--- src/rtl/pc_pkg.sv ---
// Shared definitions for the fetch-stage program counter: next-PC select codes,
// default vectors and an elaboration-time log2 helper.
package pc_pkg;

    typedef enum logic [2:0] {
        PC_SEQ,
        PC_BR,
        PC_JMP,
        PC_RET,
        PC_EXC,
        PC_HOLD
    } pc_sel_e;

    localparam logic [31:0] DEFAULT_RESET_VECTOR = 32'h0000_0000;
    localparam logic [31:0] DEFAULT_EXC_VECTOR   = 32'h8000_0180;

    function automatic int clog2(input int value);
        int r;
        r = 0;
        while ((1 << r) < value) begin
            r = r + 1;
        end
        return r;
    endfunction

endpackage

--- src/rtl/return_stack.sv ---
// Circular return-address stack with saturating count; top is a combinational read.
// Updates on the clock edge; push on full overwrites the oldest entry, push+pop replaces the top.
module return_stack
    import pc_pkg::*;
#(
    parameter int WIDTH = 32,
    parameter int DEPTH = 4
) (
    input  logic                   i_clk,
    input  logic                   i_rst,
    input  logic                   i_push,
    input  logic                   i_pop,
    input  logic [WIDTH-1:0]       i_dat,
    output logic [WIDTH-1:0]       o_top,
    output logic [clog2(DEPTH):0]  o_count,
    output logic                   o_empty,
    output logic                   o_full
);

    localparam int PW = clog2(DEPTH);
    localparam int CW = PW + 1;

    logic [WIDTH-1:0] r_mem [DEPTH];
    logic [PW-1:0]    r_head;
    logic [CW-1:0]    r_count;
    logic [PW-1:0]    w_head_inc;
    logic [PW-1:0]    w_head_dec;
    logic [PW-1:0]    w_wr_idx;

    assign w_head_inc = r_head + PW'(1);
    assign w_head_dec = r_head - PW'(1);
    // Push+pop rewrites the current top in place instead of advancing the head.
    assign w_wr_idx   = i_pop ? r_head : w_head_inc;

    assign o_top   = r_mem[r_head];
    assign o_count = r_count;
    assign o_empty = (r_count == '0);
    assign o_full  = (r_count == CW'(DEPTH));

    always_ff @(posedge i_clk) begin
        if (i_push) begin
            r_mem[w_wr_idx] <= i_dat;
        end
    end

    always_ff @(posedge i_clk or posedge i_rst) begin
        if (i_rst) begin
            r_head  <= '0;
            r_count <= '0;
        end else begin
            case ({i_push, i_pop})
                2'b10: begin
                    r_head <= w_head_inc;
                    if (!o_full) begin
                        r_count <= r_count + CW'(1);
                    end
                end
                2'b01: begin
                    if (!o_empty) begin
                        r_head  <= w_head_dec;
                        r_count <= r_count - CW'(1);
                    end
                end
                2'b11: begin
                    if (o_empty) begin
                        r_count <= CW'(1);
                    end
                end
                default: ;
            endcase
        end
    end

endmodule

--- src/rtl/pc_sequencer.sv ---
// Fetch program counter: prioritised next-PC select with alignment masking and a return stack.
// One-cycle latency from selection to PCResult; Stall holds PC and stack state.
module pc_sequencer
    import pc_pkg::*;
#(
    parameter int               WIDTH        = 32,
    parameter int               INC          = 4,
    parameter logic [WIDTH-1:0] RESET_VECTOR = WIDTH'(DEFAULT_RESET_VECTOR),
    parameter logic [WIDTH-1:0] EXC_VECTOR   = WIDTH'(DEFAULT_EXC_VECTOR),
    parameter int               RAS_DEPTH    = 4
) (
    input  logic                       Clk,
    input  logic                       Reset,
    input  logic                       Stall,
    input  logic                       Exception,
    input  logic                       BranchTaken,
    input  logic [WIDTH-1:0]           BranchTarget,
    input  logic                       Jump,
    input  logic                       Call,
    input  logic [WIDTH-1:0]           JumpTarget,
    input  logic                       Return,
    input  logic [WIDTH-1:0]           ReturnFallback,
    output logic [WIDTH-1:0]           PCResult,
    output logic [WIDTH-1:0]           PCPlus,
    output logic [clog2(RAS_DEPTH):0]  RasCount,
    output logic                       RasEmpty,
    output logic                       RasFull,
    output logic                       AlignErr
);

    localparam logic [WIDTH-1:0] ALIGN_MASK = WIDTH'(INC - 1);

    logic [WIDTH-1:0] r_pc;
    logic             r_align_err;
    pc_sel_e          w_sel;
    logic [WIDTH-1:0] w_target;
    logic [WIDTH-1:0] w_next_pc;
    logic             w_loaded;
    logic             w_misalign;
    logic             w_active;
    logic             w_push;
    logic             w_pop;
    logic [WIDTH-1:0] w_ras_top;

    assign PCResult = r_pc;
    assign PCPlus   = r_pc + WIDTH'(INC);
    assign AlignErr = r_align_err;

    // Stack only moves when the cycle actually retires a call/return; an empty pop uses the fallback.
    assign w_active = !Exception && !Stall;
    assign w_push   = w_active && Call;
    assign w_pop    = w_active && Return && !RasEmpty;

    always_comb begin
        w_sel      = PC_SEQ;
        w_target   = PCPlus;
        w_loaded   = 1'b0;
        w_misalign = 1'b0;
        w_next_pc  = PCPlus;

        if (Exception)                w_sel = PC_EXC;
        else if (Stall)               w_sel = PC_HOLD;
        else if (Return)              w_sel = PC_RET;
        else if (Call || Jump)        w_sel = PC_JMP;
        else if (BranchTaken)         w_sel = PC_BR;

        case (w_sel)
            PC_EXC:  w_target = EXC_VECTOR;
            PC_HOLD: w_target = r_pc;
            PC_RET:  w_target = RasEmpty ? ReturnFallback : w_ras_top;
            PC_JMP:  w_target = JumpTarget;
            PC_BR:   w_target = BranchTarget;
            default: w_target = PCPlus;
        endcase

        w_loaded   = (w_sel == PC_RET) || (w_sel == PC_JMP) || (w_sel == PC_BR);
        w_misalign = w_loaded && |(w_target & ALIGN_MASK);
        w_next_pc  = w_loaded ? (w_target & ~ALIGN_MASK) : w_target;
    end

    always_ff @(posedge Clk or posedge Reset) begin
        if (Reset) begin
            r_pc        <= RESET_VECTOR;
            r_align_err <= 1'b0;
        end else begin
            r_pc        <= w_next_pc;
            r_align_err <= w_misalign;
        end
    end

    return_stack #(
        .WIDTH (WIDTH),
        .DEPTH (RAS_DEPTH)
    ) u_ras (
        .i_clk   (Clk),
        .i_rst   (Reset),
        .i_push  (w_push),
        .i_pop   (w_pop),
        .i_dat   (PCPlus),
        .o_top   (w_ras_top),
        .o_count (RasCount),
        .o_empty (RasEmpty),
        .o_full  (RasFull)
    );

endmodule

--- config.mk ---
export PLATFORM = sky130hd
export DESIGN_NAME = pc_sequencer
export DESIGN_NICKNAME = d
export VERILOG_FILES = /design/src/rtl/pc_pkg.sv /design/src/rtl/return_stack.sv /design/src/rtl/pc_sequencer.sv
export SDC_FILE = /design/constraint.sdc
export NUM_CORES = 1
export LEC_CHECK = 0
export CORE_MARGIN = 2
export CORE_UTILIZATION = 51
export DETAILED_ROUTE_END_ITERATION = 10
export PLACE_DENSITY = 0.8
export SLEW_MARGIN = 10
export SYNTH_ARGS = -nofsm -noshare
export SYNTH_HDL_FRONTEND = slang
export SYNTH_SLANG_ARGS = --single-unit
export TNS_END_PERCENT = 100
--- constraint.sdc ---
create_clock -name Clk -period 4.56 [get_ports Clk]
set_clock_uncertainty 0.15 [all_clocks]
set_input_delay 0.456 -clock Clk [delete_from_list [all_inputs] [get_ports Clk]]
set_output_delay 0.456 -clock Clk [all_outputs]
set_load 0.005 [all_outputs]
**After elaboration in Yosys (flattened, before gate mapping)**

Memory sizes are Yosys's and may differ from the RTL's.
Index checks and enable logic that the tools add are counted.

- Output and inout port bits: 70
- Word-level logic and storage cells: 56
- Input bits: 104
- Register bits after elaboration: 38
- Memories kept: 1
- Bits in writable memories: 128

- Reductions and logical operators: 17
- Multiplexer cells: 17
- $add $sub $neg: 5
- Equality and inequality tests: 12

Memories:

| memory | words | bits a word | read ports | clocked after memory_dff | write ports | line | RTL |
|---|---|---|---|---|---|---|---|
| u_ras.r_mem | 4 | 32 | 1 | 0 | 1 | return_stack.sv:23 | `logic [WIDTH-1:0] r_mem [DEPTH];` |

Operator list:

| kind | count |
|---|---|
| $pmux 32 s5 | 1 |
| $add 32x3->32 const B | 1 |
| $mux 32 | 1 |
| $mux 3 | 5 |
| $mux 2 | 5 |
| $eq 3x3->1 const B | 3 |
| $pmux 3 s3 | 1 |
| $eq 3x2->1 const B | 2 |
| $ne 2x2->1 const B | 3 |
| $logic_and 1x1->1 | 5 |
| $eq 2x2->1 const B | 2 |
| $pmux 2 s2 | 1 |
| $reduce_and 4->1 | 1 |
| $add 3x1->3 const B | 1 |
| $eq 3x1->1 const B | 1 |
| $logic_not 1->1 | 3 |
| $logic_not 3->1 | 1 |
| $logic_or 1x1->1 | 3 |
| $mux 1 | 3 |
| $reduce_bool 3->1 | 1 |
| $sub 3x1->3 const B | 1 |
| $add 2x1->2 const B | 1 |
| $eq 2x1->1 const B | 1 |
| $reduce_and 2->1 | 1 |
| other kinds (3) | 3 |

**Depth between registers and ports, before layout**

Gate-level depths: netlist of run 1.

- Depth after elaboration: 9
- Gate-level depth with buffers: 10
- Gate-level depth less buffers: 8

**Modules after synthesis**

From an unflattened synthesis of run 1, not the netlist that was laid out.

- Cells, all modules: 628
- Area, all modules: 8351.8 um^2

By module, submodules not included:

| module | times used | cells an instance | seq. area each (um^2) | area each (um^2) |
|---|---|---|---|---|
| return_stack | 1 | 220 | 3968.8 | 5053.6 |
| pc_sequencer | 1 | 408 | 825.8 | 3298.2 |

**Worst setup path before layout of run 1**

OpenSTA, ideal clock, no wires.

- Path type: reg2reg
- From: register u_ras.r_head[0]
- To: memory u_ras.r_mem[0][0] (enable)
- Clock period less this slack: 3.476 ns
- Setup time: 0.432 ns
- Path slack: 1.084 ns
- Path buffers: 3
- Stages on the path, launching flop included: 6
- Data arrival time: 2.894 ns
- Required time: 3.978 ns
- Cells stage by stage: dfrtp_1 buf_4 buf_2 buf_2 or3_1 a21oi_1

- Longest elaborated chain between the ends: 2

RTL lines:

| what | line | RTL |
|---|---|---|
| start: declaration | return_stack.sv:24 | `logic [PW-1:0] r_head;` |
| start signal: assignment | return_stack.sv:53 | `r_head <= w_head_inc;` |
| start signal: assignment | return_stack.sv:60 | `r_head <= w_head_dec;` |
| $add 2x1->2 | return_stack.sv:30 | `assign w_head_inc = r_head + PW'(1);` |
| $mux 2 * | return_stack.sv:33 | `assign w_wr_idx = i_pop ? r_head : w_head_inc;` |
| end: declaration | return_stack.sv:23 |  |

Mark *: on every way between the ends. The rest lies on a longest branch, timed or not.

**Worst setup path in the final report of run 1**

- From: register r_pc[2], in the netlist PCResult[2]
- To: output port PCPlus[26]

- Longest elaborated chain between the ends: 1

RTL lines:

| what | line | RTL |
|---|---|---|
| start: declaration | pc_sequencer.sv:33 | `logic [WIDTH-1:0] r_pc;` |
| start signal: assignment | pc_sequencer.sv:86 | `r_pc <= w_next_pc;` |
| $add 32x3->32 | pc_sequencer.sv:46 | `assign PCPlus = r_pc + WIDTH'(INC);` |
| end: declaration | pc_sequencer.sv:24 | `output logic [WIDTH-1:0] PCPlus,` |

Every way passes these cells.

==> results.txt, run 1 <==
- The run finished with clean final reports.
- Area of the placeable core: between 0.015 and 0.02 mm^2
- The worst-case IR drop observed on VDD is about 400 uV.
- By startpoint and endpoint, the worst setup path is classified as reg2out.
- Among all flip-flop cells after synthesis, the most frequent one is sky130_fd_sc_hd__edfxtp_1.
* Number of remaining DRC errors: 0
* Number of primary I/O pins: 174
* Setup fix buffers added after clock tree synthesis: 0
- Sum of buffers and inverters on the critical path: 1
* Per-instance average area after synthesis: between 10 and 15 um^2
- DRT Pass-1 Iters: 6
- For this run, the top clock speed supported by timing is between 0.2 and 0.25 GHz.
- Total Routed Length: between 20000 and 25000 um
- The number of slew-limit violations in the final report is 0.
- In this run the tightest slew margin relative to its limit is between 15 and 20%.
* Number of cells upsized or downsized after cts: 0
- Traced cell by cell, the critical path runs through ha_1 > nand3_1 > nor4_4 > nand4_1 > xnor2_1 > clkdlybuf4s50_1.
- The initial antenna violation count came to 0.
* Buffers on Ports: between 150 and 200
* Number of synthesized flops with an enable pin: around 130
* Synthesized netlist cell count: between 500 and 600
- Net switching component of the power: 1430 uW
- Actual transition at the worst max-transition pin: roughly 1.2 ns
- Of the synthesized area, sequential elements account for roughly 60%.
* Count leader, synth: sky130_fd_sc_hd__edfxtp_1
- Async SR Flop Fraction: between 20% and 30%
- Final routed wire length divided by cell count: 24.8 um
- Type of the most critical hold path: in2async
- The H-tree was split into 4 levels.
- Critical Path Start Type: flip-flop
* Cell count after placement: roughly 880
* Critical Path Fanout Max: 8
- Most frequent cells after synthesis: sky130_fd_sc_hd__edfxtp_1, sky130_fd_sc_hd__dfrtp_1, sky130_fd_sc_hd__nand2_1
- Max-cap violations in this run came to 0.
* Synthesized area: roughly 0.008 mm^2
- For this design the static power due to leakage is roughly 0.0038 uW.
* Skew-Pair Late Insertion Delay: approximately 0.43 ns
* Number of global-route vias before repair: 6012
* Worst Setup End Kind: output port
* Finished Layout Cells: just over 900
- Of the total power, the share spent switching nets is 30.2%.
- Clock group share of total power: 29.1%
- 0 antenna diodes ended up in the layout.
- Cell Int Power: approximately 3300 uW
* First-pass GRT wire length: around 35000 um
- Total routing resource utilization after global routing: approximately 29%
- The synthesized design devotes to its leading area cell type approximately 49% of total area.
* Antenna Violating Nets Remaining: 0
* Cts bufs inserted: 17
- The final-report hold violation count was 0.
- In the post-route analysis, the smallest setup slack over all paths is 0.471 ns.
* Final #Nets: 820
- The die covers approximately 0.016 mm^2.
- Setup slack at placement: just under 1 ns
- Final-layout setup total negative slack: 0 ns
- Comb pwr share: 27.1%
- Post-DR vias/cell: ~6.4
- Number of synthesis warnings: 0
- For the worst setup path, the data arrival time is around 3.5 ns.
- Sequential group share of total power: 43.9%
* Overall overflow remaining after global route: 0
- Register bit total from synthesis: about 170
* Required arrival time at the worst endpoint: 3.95 ns
- Once detailed placement completed, the half-perimeter wirelength came to 15100 um.
- Routability-driven placement finished with a final weighted congestion of approximately 0.95.
- Unrepaired setup endpoints after global routing: no
- Total power density per cell area: approximately 460 mW/mm^2
* Site row count: 45
* Final-report setup violation count: 0
* Initial Utilization: 51.7%
* Number of vias after detailed routing: roughly 5900
- Area Growth Syn to Fin: 31.9%
- Cells with a size suffix above 1 make up ~13% of the layout.
* Clock transition at path regs: approximately 0.070 ns
- Measured along the y axis, the die boundary spans between 100 and 150 um.
- In this run, the number of DRC markers left after iteration 0 of detailed routing was 693.
- The root buffer cell chosen for the clock tree is sky130_fd_sc_hd__clkbuf_16.
* Dominant delay contributor by cell family on the critical path: simple AND/OR/NAND/NOR gates
- In this run the horizontal extent of the chip is between 100 and 150 um.
- The largest individual stage delay along the critical path comes from the cell sky130_fd_sc_hd__nor4_4.
- Sink count of the clock tree: ~170
* Number of hold buffers added after cts: 0
* Synth cell types: between 50 and 60
- Time the worst path needs with I/O delays and setup: 4.09 ns
- Summed over all instances, the cell type with the most area after synthesis is sky130_fd_sc_hd__edfxtp_1.
- Post-route total power: roughly 4700 uW
- Post-Route Utilization: about two thirds
* Pin count of the biggest net entering global routing: 41
- The number of nets in the synthesized netlist is approximately 650.
- Share of the clock period used by the worst path after layout: about nine tenths
* Clock tree from TritonCTS: done
- Longest Clk Path Bufs: 2
- In the post-synthesis netlist, the biggest area contributors are sky130_fd_sc_hd__edfxtp_1, sky130_fd_sc_hd__dfrtp_1, sky130_fd_sc_hd__mux4_2.
- Largest stage delay, worst path: between 0.6 and 0.7 ns
==> power by group through the flow <==
stage	clock network (uW)	logic, uW	registers, uW
finish	1380	1280	2080
global route	1450	1380	2100
floorplan	0	869	1930
CTS	1380	1280	2080
detailed placement	0	1270	2100
global placement	0	1240	2090
==> state kept, by name (all words and copies together), names as in the netlist <==
register	count
AlignErr	1
PCResult	32
u_ras.o_count	3
u_ras.r_head	2
u_ras.r_mem	128
==> cell type report <==
| type | instances | area [um^2] |
|---|---|---|
| Clock buffer | 19 | 443 |
| Clock inverter | 13 | 125 |
| Fill cell | 1014 | 4800 |
| Inverter | 14 | 52.6 |
| Multi-Input combinational cell | 330 | 2810 |
| Sequential cell | 166 | 4800 |
| Tap cell | 188 | 235 |
| Timing Repair Buffer | 185 | 1820 |
==> stage by stage <==
step	instance area [um^2]	hold WS (ns)
3_3_place_gp	9720	0.440
4_1_cts	10300	0.339
6_report	10300	0.326
3_5_place_dp	9720	0.464
5_1_grt	10300	0.374
2_1_floorplan	7800	0.397
==> layer usage <==
metal	vias to the layer above	routed length, um	share of wire [%]	global-route usage, %
met2	371	11100	49	45.3
met3	64	2120	9.3	7.47
met4	0	809	3.6	13.2
met5	-	0	0	0
li1	2506	-	-	-
met1	2957	8630	38	37.9
==> worst register-to-register path: stages (launching register included) <==
cell and delay (ns):
sky130_fd_sc_hd__dfrtp_1 0.42, sky130_fd_sc_hd__or3_2 0.95, sky130_fd_sc_hd__a21oi_1 0.31, sky130_fd_sc_hd__a21oi_1 0.13, sky130_fd_sc_hd__nor2_4 0.41, sky130_fd_sc_hd__buf_4 0.43
==> placed cells by master (no fill, tap or decap), drive strengths merged, types with 16 or more instances in the layout <==
cell type and count:
edfxtp 128, a222oi 19, mux4 32, mux2i 22
a21o 19, xnor2 26, nand3 16, o21ai 30
clkdlybuf4s50 173, nor2 25, a21oi 20, dfrtp 38
clkbuf 19, inv 17, nand2 34
==> path summary, 6_finish.rpt <==
path | startpoint | endpoint | slack, ns | cells after the start
max in group asynchronous | Reset | u_ras.r_head[1]$_DFFE_PP0P_ | 3.50 | 3
min reg2reg | u_ras.o_count[2]$_DFFE_PP0P_ | u_ras.o_count[2]$_DFFE_PP0P_ | 0.49 | 2
min in group Clk | JumpTarget[9] | PCResult[9]$_DFFE_PP0P_ | 0.48 | 3
max reg2reg | u_ras.o_count[1]$_DFFE_PP0P_ | u_ras.r_mem[2][3]$_DFFE_PP_ | 1.40 | 5
max | PCResult[2]$_DFFE_PP0P_ | PCPlus[26] | 0.47 | 6
min | Reset | PCResult[22]$_DFFE_PP0P_ | 0.33 | 3
==> cells by family after synthesis <==
| family | synth area share, % |
|---|---|
| fa+ha+maj | 0.417 |
| mux | 12.1 |
| xor+xnor | 3.59 |
| flops | 61.5 |
| simple gates | 8.49 |
| compound gates | 11.0 |
| buf+inv | 2.95 |
Power figures use the tool's default switching activity.
==> run 2, diff against run 1 <==
--- a/config.mk
+++ b/config.mk
@@ -5,8 +5,9 @@
 export SDC_FILE = /design/constraint.sdc
 export NUM_CORES = 1
 export LEC_CHECK = 0
+export ABC_AREA = 1
 export CORE_MARGIN = 2
-export CORE_UTILIZATION = 51
+export CORE_UTILIZATION = 52
 export DETAILED_ROUTE_END_ITERATION = 10
 export PLACE_DENSITY = 0.8
 export SLEW_MARGIN = 10
==> constraint.sdc (replaced) <==
create_clock -name Clk -period 3.9 [get_ports Clk]
set_clock_uncertainty 0.15 [all_clocks]
set_input_delay 0.39 -clock Clk [delete_from_list [all_inputs] [get_ports Clk]]
set_output_delay 0.39 -clock Clk [all_outputs]
set_load 0.005 [all_outputs]
==> run 2 against run 1 <==
  * Sequential power increased by 15%
  * Final area rose by 6.2%
  * Final cell count grew 48%
  * Count of clock-buffer cells in the layout grew 1
  * Register-to-register slack worse by 0.05 ns
==> results.txt, run 2 <==
* Die Area: 0.0171 mm^2
- Summing internal, switching and leakage power gives about 6000 uW.
* Share of the synthesized area in the top cell type: approximately 46%
* Chip Width: between 100 and 150 um
* Number of pins with negative max-slew slack in the final report: 0
* Clock group share of total power: between 20% and 30%
- The first routing iteration left ~510 violations.
- First-pass GRT wire length: between 30000 and 40000 um
- Total power density per cell area: 537 mW/mm^2
- The routed layout has roughly 7400 vias.
- Critical Setup Path Class: reg2out
- From synthesis to final layout, the design area changed by 30.5%.
* Cell type with the largest total area after synthesis: sky130_fd_sc_hd__edfxtp_1
- Entering global routing, the biggest net connects 38 pins.
* Cells traversed along the worst timing path: ha_1 > nand3_2 > nor2_4 > nand2_1 > nor2_2 > xor2_1 > clkdlybuf4s50_1
- Terminus of the critical flop-to-flop path: u_ras.r_mem[2][26]$_DFFE_PP_
- Sorting the synthesized cells by area gives the leading types as sky130_fd_sc_hd__edfxtp_1, sky130_fd_sc_hd__nand2_1, sky130_fd_sc_hd__dfrtp_1.
* Buffers on Ports: roughly 170
* Total Routed Length: 24400 um
- For flop-to-flop paths, the worst setup slack is 1.35 ns.
- Critical Path Start Type: flip-flop
- The number of antenna diodes in the final layout is 0.
- Number of cells upsized or downsized after cts: 0
- Time the worst path needs with I/O delays and setup: about 3.3 ns
* Clock tree from TritonCTS: done
* Final-report setup violation count: 0
- Final #Nets: between 1000 and 1500
- Critical Path Fanout Max: 6
* Synthesized area: roughly 0.0084 mm^2
- Number of primary I/O pins: approximately 170
- Register bit total from synthesis: ~170
- The root buffer cell chosen for the clock tree is sky130_fd_sc_hd__clkbuf_16.
- Async SR Flop Fraction: a little under a quarter
- Timing would allow up to about 0.30 GHz.
- Die H: 131 um
* Post-DR vias/cell: ~5.4
- Internal power comes to 3840 uW.
* Sink count of the clock tree: around 170
- Measured against its own limit, the worst slew margin works out to between 30% and 40%.
- Tightest hold margin: 0.311 ns
* Number of hold buffers added after cts: 0
- The library cell used most frequently in the layout, excluding fill and tap cells, is sky130_fd_sc_hd__nand2_1.
- Net switching component of the power: ~2000 uW
- Antenna Violating Nets Remaining: 0
* Type of the most critical hold path: in2async
* Initial Utilization: between 50% and 60%
- Per-instance average area after synthesis: roughly 9 um^2
- Post-DP HPWL: 16900 um
- The post-route netlist has 7.56% of its cells at a drive strength greater than 1.
* Overall overflow remaining after global route: 0
* Number of synthesis warnings: 0
- After layout, the worst path uses 85.2% of the clock period.
- DRT Pass-1 Iters: 5
* Synth cell types: 33
* Worst-case vdd ir drop: 338 uV
- Worst reg-to-reg path cell count: 6
- Counting flops with a built-in enable in the synthesized netlist gives ~130.
* Max-cap viol count: 0
- Sequential elements use 57.3% of the synthesized area.
- Net Sw Frac: roughly a third
- Number of remaining DRC errors: 0
- Clock transition at path regs: roughly 0.060 ns
- Weighted congestion reported at the end of routability-driven placement: around 0.95
- Largest reg by FF count: u_ras.r_mem
- Synthesized netlist cell count: 955
- Static leakage power: between 0.004 and 0.005 uW
* Cts bufs inserted: 17
- The floorplan has between 40 and 50 rows.
* Flip-flop count of the largest register, all copies and words added: around 130
- Setup fix buffers added after clock tree synthesis: 0
- Required arrival time at the worst endpoint: roughly 3.4 ns
- Status: completed
- CTS built an H-tree with a depth of 4.
- Sequential group share of total power: 40.8%
* Top library cells by usage in the layout, fill and taps aside: sky130_fd_sc_hd__nand2_1, sky130_fd_sc_hd__clkdlybuf4s50_1, sky130_fd_sc_hd__edfxtp_1
- Comb pwr share: a little under a third
* Total routing resource utilization after global routing: between 20% and 30%
- Count leader, synth: sky130_fd_sc_hd__nand2_1
- STA classifies the critical path endpoint as an output port.
* Largest stage delay, worst path: approximately 0.6 ns
- Once layout is complete, the utilization of the core stands at 69.0%.
* Longest Clk Path Bufs: 2
- In this run the critical register-to-register path is launched from u_ras.r_head[1]$_DFFE_PP0P_.
- For this run, the number of standard cells in the final layout without fillers is 1353.
- After detailed routing, the average wire length per cell comes to ~18 um.
* Crit path arrival time: 2.78 ns
- Most frequent cells after synthesis: sky130_fd_sc_hd__nand2_1, sky130_fd_sc_hd__nor2_1, sky130_fd_sc_hd__edfxtp_1
- Setup repair after global routing left no endpoint under its margin.
* Sum of buffers and inverters on the critical path: 1
* Area of the placeable core: roughly 0.016 mm^2
- Critical Path Slowest Stage Cell: sky130_fd_sc_hd__clkdlybuf4s50_1
- The initial antenna violation count came to 0.
- The most used flip-flop cell after synthesis is sky130_fd_sc_hd__edfxtp_1.
* Skew-Pair Late Insertion Delay: about 0.43 ns
- In this run, placement finished with an instance count of around 1300.
- Number of global-route vias before repair: 7356
- Actual transition at the worst max-transition pin: 0.900 ns
- Summed over all failing endpoints, the final setup total negative slack is 0 ns.
* Final Hold Violating Endpoints: 0
- Dominant delay contributor by cell family on the critical path: simple AND/OR/NAND/NOR gates
- Counting every net in the synthesized netlist gives about 1100.
-- run 2: how the worst max path moves through the flow --
| stage | startpoint | to | slack, ns | depth (start not counted) |
|---|---|---|---|---|
| after floorplan | Stall | u_ras.r_mem[2][0]$_DFFE_PP_ | 0.78 | 8 |
| after global placement | Exception | u_ras.r_mem[3][25]$_DFFE_PP_ | 1.09 | 9 |
| after detailed placement | Exception | u_ras.r_mem[1][20]$_DFFE_PP_ | 0.96 | 9 |
| after CTS | PCResult[2]$_DFFE_PP0P_ | PCPlus[18] | 0.61 | 7 |
| after global routing | PCResult[2]$_DFFE_PP0P_ | PCPlus[18] | 0.42 | 7 |
| final | PCResult[2]$_DFFE_PP0P_ | PCPlus[18] | 0.58 | 7 |
-- run 2: logic make-up (layout without fill, tap and decap cells) --
group / Yosys count / after routing / share of synthesized area [%]
DFF: 166 / 166 / 57.3
xor gates and xnor gates: 23 / 23 / 2.41
and+or+nand+nor: 548 / 548 / 27.3
buffers and inverters: 105 / 287 / 5.26
adders and majority gates: 2 / 2 / 0.389
AOI/OAI and AO/OA: 111 / 111 / 7.33
-- run 2: area by class of cell --
type                       count  area, um^2
fill                        1253        4900
sequential                   166        4800
multi-input combinational    684        3160
timing repair buffer         193        1890
clock buffer                  20         467
tap                          216         270
inverter                      62         233
clock inverter                12         104
-- run 2: routing by layer --
| metal | routed length [um] | vias to the layer above | track usage (%) | part of all wire, % |
|---|---|---|---|---|
| met3 | 1660 | 45 | 5.86 | 6.8 |
| met4 | 594 | 0 | 11.2 | 2.4 |
| met5 | 0 | - | 0 | 0 |
| met2 | 12300 | 291 | 51.9 | 50 |
| li1 | - | 3490 | - | - |
| met1 | 9880 | 3530 | 36.9 | 40 |
-- run 2: through the flow --
| step | instance area [um^2] | setup WS [ns] |
|---|---|---|
| floorplan | 8370 | 0.776 |
| global placement | 10400 | 1.09 |
| detailed placement | 10400 | 0.957 |
| CTS | 10900 | 0.607 |
| global route | 10900 | 0.422 |
| finish | 10900 | 0.578 |
-- run 2: power by group through the flow --
stage	Clock [uW]	Combinational [uW]	Sequential, uW
after floorplan	0	1100	2320
after global placement	0	1800	2420
after detailed placement	0	1840	2430
after CTS	1610	1870	2390
after global routing	1690	2070	2420
final	1610	1870	2400
